===== src/rtl/stereo_pixel_aligner.sv =====
// Pairs two independently timed camera pixel streams through per-camera FIFOs and emits
// left/right pixels together with a shared raster coordinate, realigning on dual SOF.
module stereo_pixel_aligner #(
  parameter int HRES       = 640,
  parameter int VRES       = 360,
  parameter int FIFO_DEPTH = 16
) (
  input  logic        clk_in,
  input  logic        rst_in,
  input  logic        cam1_valid_in,
  input  logic [7:0]  cam1_pixel_in,
  input  logic        cam1_sof_in,
  input  logic        cam2_valid_in,
  input  logic [7:0]  cam2_pixel_in,
  input  logic        cam2_sof_in,
  output logic        data_cam1_valid,
  output logic        data_cam2_valid,
  output logic [7:0]  cam1_pixel_out,
  output logic [7:0]  cam2_pixel_out,
  output logic [10:0] hcount_out,
  output logic [9:0]  vcount_out,
  output logic        locked_out,
  output logic        overflow_out
);

  localparam int AW = $clog2(FIFO_DEPTH);
  localparam logic [AW:0] PTR_ONE = {{AW{1'b0}}, 1'b1};
  localparam logic [10:0] H_LAST  = 11'(HRES - 1);
  localparam logic [9:0]  V_LAST  = 10'(VRES - 1);

  typedef enum logic [1:0] {
    WAIT_SOF,
    ALIGNED,
    FLUSH
  } state_t;

  state_t state, state_next;

  // Entry layout: {sof, pixel[7:0]}; index 0 = cam1, index 1 = cam2.
  logic [8:0]  mem [2][FIFO_DEPTH];
  logic [AW:0] wr_ptr [2];
  logic [AW:0] rd_ptr [2];
  logic [8:0]  cam_entry [2];
  logic [8:0]  head [2];
  logic [1:0]  cam_valid;
  logic [1:0]  empty;
  logic [1:0]  full;
  logic [1:0]  head_sof;
  logic [1:0]  pop;
  logic [1:0]  wr_en;
  logic [1:0]  ovf;
  logic        emit;
  logic        last_pos;
  logic        pair_valid;
  logic [10:0] h_cnt;
  logic [9:0]  v_cnt;

  assign cam_valid    = {cam2_valid_in, cam1_valid_in};
  assign cam_entry[0] = {cam1_sof_in, cam1_pixel_in};
  assign cam_entry[1] = {cam2_sof_in, cam2_pixel_in};
  assign last_pos     = (h_cnt == H_LAST) && (v_cnt == V_LAST);

  always_comb begin
    for (int unsigned c = 0; c < 2; c++) begin
      empty[c]    = (wr_ptr[c] == rd_ptr[c]);
      full[c]     = (wr_ptr[c][AW] != rd_ptr[c][AW]) &&
                    (wr_ptr[c][AW-1:0] == rd_ptr[c][AW-1:0]);
      head[c]     = mem[c][rd_ptr[c][AW-1:0]];
      head_sof[c] = head[c][8];
    end
  end

  always_comb begin
    state_next = state;
    pop        = '0;
    emit       = 1'b0;
    case (state)
      WAIT_SOF: begin
        for (int unsigned c = 0; c < 2; c++) begin
          if (!empty[c] && !head_sof[c]) pop[c] = 1'b1;
        end
        if (!empty[0] && !empty[1] && head_sof[0] && head_sof[1]) state_next = ALIGNED;
      end
      ALIGNED: begin
        // The frame's first pair always carries sof on both sides, so any mixed pair is a slip.
        if (!empty[0] && !empty[1]) begin
          if (head_sof[0] != head_sof[1]) begin
            state_next = WAIT_SOF;
          end else begin
            pop  = '1;
            emit = 1'b1;
            if (last_pos) state_next = WAIT_SOF;
          end
        end
      end
      FLUSH: state_next = WAIT_SOF;
      default: state_next = WAIT_SOF;
    endcase

    // A full FIFO still accepts a write when its head is popped on the same edge.
    for (int unsigned c = 0; c < 2; c++) begin
      ovf[c]   = (state != FLUSH) && cam_valid[c] && full[c] && !pop[c];
      wr_en[c] = (state != FLUSH) && cam_valid[c] && !ovf[c];
    end
    if (|ovf) state_next = FLUSH;
  end

  always_ff @(posedge clk_in) begin
    for (int unsigned c = 0; c < 2; c++) begin
      if (wr_en[c]) mem[c][wr_ptr[c][AW-1:0]] <= cam_entry[c];
    end
  end

  always_ff @(posedge clk_in or negedge rst_in) begin
    if (!rst_in) begin
      for (int unsigned c = 0; c < 2; c++) begin
        wr_ptr[c] <= '0;
        rd_ptr[c] <= '0;
      end
    end else if (state == FLUSH) begin
      for (int unsigned c = 0; c < 2; c++) begin
        wr_ptr[c] <= '0;
        rd_ptr[c] <= '0;
      end
    end else begin
      for (int unsigned c = 0; c < 2; c++) begin
        if (wr_en[c]) wr_ptr[c] <= wr_ptr[c] + PTR_ONE;
        if (pop[c])   rd_ptr[c] <= rd_ptr[c] + PTR_ONE;
      end
    end
  end

  always_ff @(posedge clk_in or negedge rst_in) begin
    if (!rst_in) state <= WAIT_SOF;
    else         state <= state_next;
  end

  always_ff @(posedge clk_in or negedge rst_in) begin
    if (!rst_in) begin
      pair_valid     <= 1'b0;
      cam1_pixel_out <= '0;
      cam2_pixel_out <= '0;
      hcount_out     <= '0;
      vcount_out     <= '0;
      h_cnt          <= '0;
      v_cnt          <= '0;
      locked_out     <= 1'b0;
      overflow_out   <= 1'b0;
    end else begin
      pair_valid   <= emit;
      locked_out   <= (state_next == ALIGNED);
      overflow_out <= overflow_out | (|ovf);
      if (emit) begin
        cam1_pixel_out <= head[0][7:0];
        cam2_pixel_out <= head[1][7:0];
        hcount_out     <= h_cnt;
        vcount_out     <= v_cnt;
        if (h_cnt == H_LAST) begin
          h_cnt <= '0;
          v_cnt <= (v_cnt == V_LAST) ? '0 : v_cnt + 10'd1;
        end else begin
          h_cnt <= h_cnt + 11'd1;
        end
      end else if (state != ALIGNED) begin
        // Coordinates stay parked at the origin until the next alignment.
        h_cnt <= '0;
        v_cnt <= '0;
      end
    end
  end

  assign data_cam1_valid = pair_valid;
  assign data_cam2_valid = pair_valid;

endmodule

===== config.mk =====
export PLATFORM = sky130hd
export DESIGN_NAME = stereo_pixel_aligner
export DESIGN_NICKNAME = d
export VERILOG_FILES = /design/src/rtl/stereo_pixel_aligner.sv
export SDC_FILE = /design/constraint.sdc
export NUM_CORES = 1
export LEC_CHECK = 0
export BUFFER_PORTS_ARGS = -buffer_cell sky130_fd_sc_hd__clkbuf_2
export CORE_MARGIN = 2
export CORE_UTILIZATION = 29
export DETAILED_ROUTE_END_ITERATION = 7
export PLACE_DENSITY = 0.48
export SYNTH_ARGS = -nofsm -noshare
export SYNTH_HDL_FRONTEND = slang
export SYNTH_SLANG_ARGS = --single-unit

===== constraint.sdc =====
create_clock -name clk_in -period 10.26 [get_ports clk_in]
set_clock_uncertainty 0.15 [all_clocks]
set_input_delay 1.026 -clock clk_in [delete_from_list [all_inputs] [get_ports clk_in]]
set_output_delay 1.026 -clock clk_in [all_outputs]
set_load 0.01 [all_outputs]

After elaboration in Yosys (flattened, before gate mapping)
Memories as Yosys holds them, arrays and structs flattened. Index checks and enable logic that the tools add are counted.

Register bits after elaboration: 83. RAM bits: 288. Input port bits: 22. Output and inout port bits: 41. Logic and storage cells: 122. Memories kept: 1.

$add $sub $neg: 6. $lt $le $gt $ge: 6. Equality and inequality tests: 15. Muxes and demuxes: 41. Bitwise operators: 5. Reductions and logical operators: 34.

Memory list: mem (depth 2, width 144, rd ports 2, clocked after memory_dff 0, wr ports 2, line 40) `logic [8:0] mem [2][FIFO_DEPTH];`.

Operator list (number): 2-to-1 mux 144 bit (2); binary-select mux 9 bit (select 4 bit) (2); demux 9 bit (select 4 bit) (2); 2-to-1 mux 10 bit (6); 2-to-1 mux 9 bit (6); 2-to-1 mux 11 bit (3); adder 5 x 1 -> 5 bit (second input constant) (4); >= comparator 5 bit (second input constant) (4); 2-to-1 mux 5 bit (4); inverter 4 -> 5 bit (4); logical AND 1 bit (18); 2-to-1 mux 2 bit (7); adder 11 x 1 -> 11 bit (second input constant) (1); == test 11 x 10 -> 1 bit (second input constant) (1); adder 10 x 1 -> 10 bit (second input constant) (1); == test 10 x 9 -> 1 bit (second input constant) (1); == test 5 bit (2); less-than comparator 5 x 1 -> 1 bit (second input constant) (2); nonzero test 2 bit (5); == test 4 bit (2); logical NOT 1 bit (8); case mux 2 bit (2 select lines) (2); 2-to-1 mux 1 bit (7); == test 2 x 1 -> 1 bit (second input constant) (2); other kinds (8) (11).

Logic depth before layout (Yosys ltp)
Gate-level depths: netlist (run 1).

Depth in word-level cells: 14. Mapped depth: 11. Depth with buffers taken out: 7.

Worst setup path before layout (run 1)
OpenSTA, ideal clock, no wires.

Path kind: register -> register. From: register rd_ptr[5] (netlist name). To: memory mem[0][108] (netlist name), enable pin. Setup time: 0.387 ns. Arrival: 3.065 ns. Required time: 9.723 ns. Path slack: 6.659 ns. Stages on the path, launching flop included: 9. Buffers on the path: 1. Clock period less this slack: 3.601 ns. Cell sequence: dfrtp_1 > clkbuf_1 > mux4_2 > mux2_2 > a22oi_4 > xnor2_1 > o21ai_1 > nand2_1 > nor3_1.

RTL lines: start, declared (line 42) `logic [AW:0] rd_ptr [2];`; start signal, assigned by index (line 128) `if (pop[c]) rd_ptr[c] <= rd_ptr[c] + PTR_ONE;`; end, declared (line 40).

==> impl_results.md, run 1 <==
- Status: finished clean
- Slowest stage delay, CP: 1.02 ns
- Vias: 7679
- Post-synth EDFFs: 288
- Setup TNS Final: 0 ns
- Area Growth Syn to Fin: 15.6%
- Yosys top cell by area: edfxtp_1
- Vias in the first global route: roughly 7900
- Diode count: 0
- Clk buf depth: 3
- Die Ht: ~230 um
- Slowest cell on the critical path: dfrtp_2
- DIE WIDTH: 232 um
- Initial antenna violation count: 1
- Mapped cell area: ~15000 um2
- Cell count after synthesis: roughly 830
- Setup Fix Bufs, Post-CTS: 0
- Row cnt: 83
- Worst R2R End: mem[0][100]
- First-pass GRT wire length: ~52000 um
- Reg2Reg Depth: 7
- Worst Hold Class: input port to asynchronous set/reset pin
- Worst-skew pair later-pin latency: 0.56 ns
- CP Capture Type: register
- Crit path cell chain: mux4_2, a22oi_1, nand3_1, xnor2_1, o21ai_1, nand2_1, nor2_1
- Worst flop-to-flop path startpoint: rd_ptr[1]
- Layout cell share with drive strength beyond 1: 0.289
- Ports: 63
- # DRC: 0
- Worst-margin pin slew: 1.02 ns
- Fin nets: 939
- Hold Slack: 0.304 ns
- Place WS: 5.49 ns
- Final worst path period share: 0.458
- Fin crit period: 4.70 ns
- Post-synth ARST share: 0.224
- Avg WL per Cell: 21.3 um
- Commonest cells post-synth: edfxtp_1 (288), mux4_2 (87), dfrtp_1 (83)
- WP data arrival: 4.72 ns
- WS Path Type: register to register
- Worst-path maximum fanout: 40
- Post-layout util: 0.339
- Synthesis Warnings: 0
- CTS buffer count: 41
- Synth cell types: slightly above 50
- Remaining Overflow, GRT: 0
- Initial core utilization: 0.293
- Die Footprint: 53700 um2
- Yosys reg bits: 371
- Count leader, synth: edfxtp_1
- CTS sink cnt: 371
- Global Route Usage Sum: 0.132
- Flop2flop setup slack: 5.56 ns
- Htree depth: 2
- VDD IR max: 0.000148 V
- Clock transition at the registers of the reported paths: 0.06 ns
- Root Buffer: clkbuf_16
- PwrDens: 286 nW/um2
- Routability cong.: 0.736
- Final worst slack: 5.56 ns
- Core area: 51300 um2
- TritonCTS clock tree: yes
- Top FF cell, synth: edfxtp_1
- Share of the synthesized area in the top cell type: 0.575
- Max-slew violation count: 0
- Max frequency: 213 MHz
- Slew headroom: 0.322
- Final Hold Vio Count: 0
- Avg Inst Size Synth: 18.0 um2
- Final Power: 4.98 mW
- Post-route ant nets: 0
- Cts hold-fix bufs: 0
- Worst EP required: 10.28 ns
- Final Setup Violations: 0
- Max-capacitance violation count: 0
- Drt via density: 4.75
- Detail Placement HPWL: 22200 um
- Seq/Total Area, Yosys: 0.712
- Static leakage: 6.01 nW
- DR pass1 iterations: 7
- PostCTS Resize Cnt: 0
- Largest net degree at the start of global routing: 48
- Largest cells by area after synthesis: edfxtp_1 (57%), dfrtp_1 (14%), mux4_2 (13%)
- Mapped Nets: 868
- CP Launch Type: register
- Port Buffer Count: 62
- DR iter-0 viols: 594
- Drt total wl: about 35000 um
- RSZ-0062 raised after global routing: false
[worst max-delay path, delay by kind of cell (launching register included)]
kind | cells | cell delay [ns]
AO/OA/AOI/OAI | 2 | 0.89
multiplexers | 1 | 0.60
XOR/XNOR | 1 | 0.32
flip-flops | 1 | 1.02
AND/OR/NAND/NOR | 3 | 1.30
[layout make-up]
cell class / count / area [um2]
well taps: 680 / 851
clock buffers: 56 / 1130
fillers: 4913 / 33900
clock inverters: 20 / 144
repair buffers: 71 / 380
flip-flops and latches: 371 / 10700
multi-input cells: 412 / 4130
inverters: 8 / 30.0
[metrics by stage]
stage                     cell area, um2  instances
after floorplan                    15100        834
after global placement             16100       1542
after detailed placement           16100       1542
after CTS                          17400       1618
after global routing               17400       1618
final                              17400       1618
[worst max path at each step]
stage | from | endpoint | depth (start not counted)
6_report | rd_ptr[1] | mem[0][100] | 7
5_1_grt | rd_ptr[1] | mem[0][94] | 7
4_1_cts | rd_ptr[1] | mem[0][100] | 7
3_5_place_dp | rd_ptr[1] | mem[0][100] | 7
3_3_place_gp | rd_ptr[1] | mem[0][91] | 7
2_1_floorplan | rd_ptr[5] | mem[0][108] | 8
[state kept, by name, indices dropped and copies added, names as in the netlist, 10 cells and up]
register,flops
h_cnt,11
hcount_out,11
mem,288
rd_ptr,10
v_cnt,10
vcount_out,10
wr_ptr,10
[where the power goes]
group          switching, mW  internal (mW)
Sequential             0.220           1.87
Clock                  0.597          0.801
Combinational          0.810          0.684
[logic make-up after synthesis]
family / after synthesis / synth area share
AO/OA/AOI/OAI: 54 / 0.0221
XOR/XNOR: 21 / 0.0135
adder cells (fa/ha/maj): 12 / 0.00997
buffers and inverters: 51 / 0.0138
flip-flops: 371 / 0.712
multiplexers: 138 / 0.167
AND/OR/NAND/NOR: 187 / 0.0609
[per-layer routing]
metal / track usage / wire [um] / vias to the layer above
met4: 0.0343 / 633 / 2
li1: - / - / 3449
met2: 0.210 / 16500 / 137
met3: 0.0260 / 1440 / 47
met5: 0 / 9 / -
met1: 0.184 / 16000 / 4044
[placed cells by master (no fill, tap or decap), types with 8 or more instances in the layout]
cell / synthesis / layout
o21ai_0: 16 / 16
mux2i_1: 13 / 13
a21oi_1: 19 / 19
mux4_2: 87 / 87
nor3_1: 8 / 8
mux2_2: 38 / 38
dfrtp_1: 83 / 79
buf_4: 1 / 10
nand3_1: 16 / 16
nand4_1: 18 / 18
clkinv_1: 0 / 8
clkbuf_16: 0 / 41
nor2_1: 57 / 56
nand2_1: 47 / 47
edfxtp_1: 288 / 288
clkbuf_2: 1 / 61
clkbuf_1: 25 / 10
ha_1: 12 / 12
xnor2_1: 14 / 14
No activity file was read; power rests on OpenSTA's default activity.
==> inputs of run 2 (changes only) <==
Settings changed: ABC_AREA set to 1.
Clock period 10.26 ns to 4.6 ns, I/O delays scaled along.
==> run 2 against run 1 <==
  * Via count up 36%
  * Largest power group unchanged
  * Critical path type unchanged
  * Hold slack got worse by 0.26 ns
  * Synthesized cell count rose by 64%
  * Maximum frequency up 31%
  * Sequential power grew 110%
  * Utilization barely moved
  * Combinational power up 140%
  * Clock power grew 140%
  * Global-route usage rose by 0.94 points
  * Cell count increased by 34%
==> impl_results.md, run 2 <==
- CP Launch Type: register
- TritonCTS clock tree: yes
- Avg WL per Cell: 18.0 um
- Synthesis Warnings: 0
- Final Power: 11.2 mW
- Worst EP required: 4.64 ns
- Top FF cell, synth: edfxtp_1
- Vias: between 10000 and 15000
- Global Route Usage Sum: 0.141
- Count leader, synth: edfxtp_1
- CTS buffer count: 42
- Yosys top cell by area: edfxtp_1
- CP Capture Type: register
- PwrDens: slightly above 600 nW/um2
- Largest register FFs: 288
- Vias in the first global route: 10500
- Largest cells by area after synthesis: edfxtp_1 (55%), dfrtp_1 (13%), nand2_1 (5.6%)
- Drt via density: ~4.8
- Reg power frac: 0.382
- Port Buffer Count: 62
- Slew headroom: 0.384
- Die Ht: 236 um
- Seq/Total Area, Yosys: 0.686
- Layout cell share with drive strength beyond 1: 0.142
- Detail Placement HPWL: between 20000 and 30000 um
- VDD IR max: 0.000329 V
- Root Buffer: clkbuf_16
- # DRC: 0
- Drt total wl: 39100 um
- WP data arrival: 3.62 ns
- Diode count: 0
- Clock transition at the registers of the reported paths: 0.06 ns
- Static leakage: ~6.8 nW
- DR iter-0 viols: 702
- Final Hold Vio Count: 0
- Max-slew violation count: 0
- Die Footprint: around 56000 um2
- Final Setup Violations: 0
- Avg Inst Size Synth: 11.4 um2
- Area Growth Syn to Fin: 16.1%
- Yosys reg bits: 371
- Core area: 53600 um2
- Post-synth ARST share: 0.224
- Post-synth EDFFs: 288
- Worst Hold Class: input port to register
- Routability cong.: 0.777
- Clk buf depth: 3
- Worst-margin pin slew: 0.918 ns
- Cell count after synthesis: ~1400
- Share of the synthesized area in the top cell type: 0.553
- Finished Layout Cells: 2171
- Fin nets: 1478
- Power share of the clock group: 0.293
- Fin crit period: 3.58 ns
- DIE WIDTH: between 200 and 250 um
- Initial core utilization: 0.292
- Cell Count Post-Placement: 2095
- Int Pwr: 6.98 mW
- Synth cell types: 33
- Worst-path maximum fanout: 76
- Status: finished clean
- Final worst path period share: 0.779
- Mapped cell area: 15600 um2
- Initial antenna violation count: 1
- WS Path Type: register to register
- Mapped Nets: 1403
- Row cnt: between 80 and 90
- Commonest cells post-synth: edfxtp_1 (288), nand2_1 (234), nor2_1 (164)
- Net Switching: 4.26 mW
- Most frequent cells in the layout: edfxtp_1 (288), nand2_1 (234), nor2_1 (164), o21ai_0 (134), nand3_1 (90)
- Max-capacitance violation count: 0
- CTS sink cnt: 371
- Setup Fix Bufs, Post-CTS: 0
- Htree depth: 2
- Worst-skew pair later-pin latency: 0.59 ns
- Max frequency: 279 MHz
- RSZ-0062 raised after global routing: false
- DR pass1 iterations: 5
- Comb power frac: 0.325
- Setup TNS Final: 0 ns
- First-pass GRT wire length: between 60000 and 70000 um
- Post-route ant nets: 0
- Ports: 63
- Most common cell after layout, fill and taps aside: edfxtp_1
- Switch share: 0.379
- Largest net degree at the start of global routing: 77
- Remaining Overflow, GRT: 0
## run 2: cell count changes in the layout (fill, tap and decap cells not counted), sizes merged, moves of 28 or more
cell,delta
inv,+69
o221ai,+32
nand3,+77
nand2,+195
o21ai,+152
mux4,-87
buf,+34
nor2,+112
nor3,+28
o22ai,+36
mux2,-38
## run 2: worst max-delay path, stage by stage, from the launching register on
cell and delay (ns):
dfrtp_2 0.36, buf_4 0.58, nand2_1 0.10, nand2_1 0.10, nand2_1 0.05, o21ai_1 0.10, nand2_1 0.07, nand2_1 0.16
inv_2 0.05, nand2_2 0.07, nand2_2 0.07, nand2_4 0.09, nand3_4 0.12, nand3_4 0.16, nand2_2 0.26, nor3_2 0.70
## run 2: cell families after synthesis
group,count (synthesis),synth area share
AND/OR/NAND/NOR,561,0.158
multiplexers,1,0.000640
XOR/XNOR,28,0.0157
adder cells (fa/ha/maj),12,0.00961
AO/OA/AOI/OAI,246,0.0897
buffers and inverters,150,0.0404
flip-flops,371,0.686
## run 2: cell type report
type,instances,area (um2)
clock inverter,16,178
tap,696,871
inverter,75,282
multi-input combinational,848,4270
fill,5403,35500
timing repair buffer,106,646
clock buffer,59,1170
sequential,371,10700
## run 2: timing repair
item,4_1_cts,5_1_grt
hold buffers,1,0
hold endpoints to repair,61,0
resized for setup,0,0
## run 2: through the flow
step / hold slack, ns / util / setup slack (ns) / instance area (um2)
floorplan: 0.0144 / - / 1.77 / 15600
global placement: 0.316 / 0.313 / 1.04 / 16800
detailed placement: 0.324 / 0.313 / 0.970 / 16800
CTS: 0.0102 / 0.339 / 0.963 / 18100
global route: 0.0441 / 0.339 / 0.656 / 18100
finish: 0.0470 / 0.339 / 1.02 / 18100
## run 2: final timing paths
path / depth (start not counted) / endpoint / from / slack [ns]
worst max register to register: 15 / mem[0][47] / rd_ptr[0] / 1.02
worst min register to register: 2 / vcount_out[9] / vcount_out[9] / 0.33
min in group asynchronous: 2 / cam2_pixel_out[0] / rst_in / 0.35
worst min-delay path: 3 / wr_ptr[3] / cam2_valid_in / 0.05
max in group asynchronous: 3 / rd_ptr[5] / rst_in / 3.06
worst max-delay path: 15 / mem[0][47] / rd_ptr[0] / 1.02
## run 2: layer usage
layer	global-route usage	vias to the layer above	wire [um]	share of wire
li1	-	4972	-	-
met1	0.200	5211	18800	0.48
met2	0.225	199	17900	0.46
met3	0.0252	45	1770	0.045
met4	0.0357	2	690	0.018
met5	0	-	13	0.00033
## run 2: power by group through the flow
stage / Combinational, mW / Sequential (mW) / Clock, mW
after global placement: 3.67 / 4.36 / 0
after CTS: 3.70 / 4.30 / 3.39
after global routing: 4.10 / 4.33 / 3.51
after floorplan: 2.54 / 4.27 / 0
final: 3.65 / 4.29 / 3.29
after detailed placement: 3.69 / 4.36 / 0
==> inputs of run 3 (changes only) <==
Settings changed: PLACE_DENSITY 0.48 to 0.49.
Clock period 4.6 ns to 3 ns, I/O delays scaled along.
==> run 3 against run 2 <==
  * Critical path depth is 2 higher
  * Critical path type unchanged
  * Highest routed layer unchanged
  * Final area is 1.6% higher
  * Flip-flop and latch count unchanged
==> impl_results.md, run 3 (synthesis gave the netlist of run 2 again) <==
- Status: finished clean
- Register Area: approximately 11000 um2
- Most common cell after layout, fill and taps aside: edfxtp_1
- Routability cong.: around 0.78
- # DRC: 0
- Most frequent cells in the layout: edfxtp_1 (288), nand2_1 (234), nor2_1 (164), o21ai_0 (134), nand3_1 (90)
- Htree depth: 2
- Worst-skew pair later-pin latency: ~0.57 ns
- Final worst path period share: 0.914
- Initial antenna violation count: 1
- WP data arrival: 2.84 ns
- Clock transition at the registers of the reported paths: 0.06 ns
- Static leakage: 6.93 nW
- DR pass1 iterations: 5
- Port Buffer Count: between 60 and 70
- CP Launch Type: register
- CP Capture Type: register
- Hold Slack: 0.0587 ns
- RSZ-0062 raised after global routing: false
- Avg WL per Cell: ~18 um
- Root Buffer: clkbuf_16
- Remaining Overflow, GRT: 0
- Initial core utilization: 0.292
- Area Growth Syn to Fin: 18.0%
- Cell Count Post-Placement: 2127
- Layout cell share with drive strength beyond 1: 0.160
- VDD IR max: 0.000382 V
- Core area: 53600 um2
- Fin nets: 1513
- Ports: 63
- Drt total wl: 39100 um
- Clk buf depth: 3
- PwrDens: 945 nW/um2
- Diode count: 0
- TritonCTS clock tree: yes
- Worst-path maximum fanout: 11
- Final Power: 17.4 mW
- Detail Placement HPWL: roughly 26000 um
- Vias in the first global route: 10500
- Max frequency: 365 MHz
- Die Footprint: 55800 um2
- Die Ht: 236 um
- DR iter-0 viols: 774
- CTS sink cnt: 371
- First-pass GRT wire length: a little over 60000 um
- Worst EP required: 3.10 ns
- Largest net degree at the start of global routing: 59
- Vias: 10600
- Area of the multi-input gates: 4290 um2
- Post-route ant nets: 0
- Post-Place Cell Area: 17000 um2
- Final Setup Violations: 0
- Global Route Usage Sum: 0.142
- Final instance area: 18400 um2
- Max-slew violation count: 0
- DIE WIDTH: 236 um
- Max-capacitance violation count: 0
- Finished Layout Cells: 2209
- Setup TNS Final: 0 ns
- WS Path Type: register to register
- Largest register FFs: 288
- CTS buffer count: 43
- Slew headroom: 0.488
- Final Hold Vio Count: 0
- Drt via density: 4.78
- Worst Hold Class: input port to register
- Row cnt: 85
- Fillers: 5407
- Fin crit period: 2.74 ns
- Worst-margin pin slew: slightly below 0.8 ns
run 3: worst paths after layout:
| path | from | to | slack (ns) | depth (start not counted) |
|---|---|---|---|---|
| worst max-delay path | rd_ptr[0] | mem[0][276] | 0.26 | 17 |
| worst min-delay path | cam1_sof_in | mem[0][62] | 0.06 | 1 |
| worst max register to register | rd_ptr[0] | mem[0][276] | 0.26 | 17 |
| worst min register to register | vcount_out[2] | vcount_out[2] | 0.33 | 2 |
| max in group asynchronous | rst_in | rd_ptr[5] | 1.73 | 3 |
| min in group asynchronous | rst_in | cam2_pixel_out[0] | 0.19 | 2 |
run 3: worst max-delay path, cell delays in order (launching register included):
cell,delay (ns)
dfrtp_2,0.48
inv_2,0.18
nand2_1,0.08
nand2_1,0.06
nand2_1,0.04
o21ai_1,0.08
nand2_1,0.06
nand2_1,0.12
inv_2,0.04
nand2_2,0.07
nand2_2,0.06
nand2_4,0.09
nand3_4,0.11
nand3_4,0.09
nand2_2,0.11
buf_4,0.22
nor3_1,0.16
buf_4,0.22
run 3: routing by layer:
metal | share of wire | vias to the layer above | track usage
li1 | - | 5058 | -
met1 | 0.47 | 5288 | 0.194
met2 | 0.47 | 160 | 0.233
met3 | 0.035 | 62 | 0.0235
met4 | 0.023 | 2 | 0.0401
met5 | 0.00033 | - | 0
run 3: cell type report:
| type | count | area share |
|---|---|---|
| Sequential cell | 371 | 0.582 |
| Multi-Input combinational cell | 848 | 0.232 |
| Clock buffer | 52 | 0.0602 |
| Timing Repair Buffer | 140 | 0.0491 |
| Tap cell | 696 | 0.0472 |
| Inverter | 75 | 0.0154 |
| Clock inverter | 27 | 0.0139 |
run 3: through the flow:
stage                      util  worst slack, ns
after floorplan               -            0.173
after global placement    0.318            0.227
after detailed placement  0.318            0.121
after CTS                 0.344            0.120
after global routing      0.344           0.0170
final                     0.344            0.259
run 3: repair_timing:
action | CTS | global route
endpoints found under the hold margin | 62 | 0
resized for setup | 0 | 4
endpoints found under the setup margin | 0 | 105
hold buffers | 3 | 0
buffers inserted | 0 | 0
run 3: where the power goes:
group / leakage [nW] / internal [mW] / total (mW) / switching [mW]
Combinational: 2.57 / 1.79 / 5.75 / 3.96
Clock: 0.660 / 2.99 / 5.08 / 2.09
Sequential: 3.70 / 6.18 / 6.60 / 0.425
Total: 6.93 / 11.0 / 17.4 / 6.48
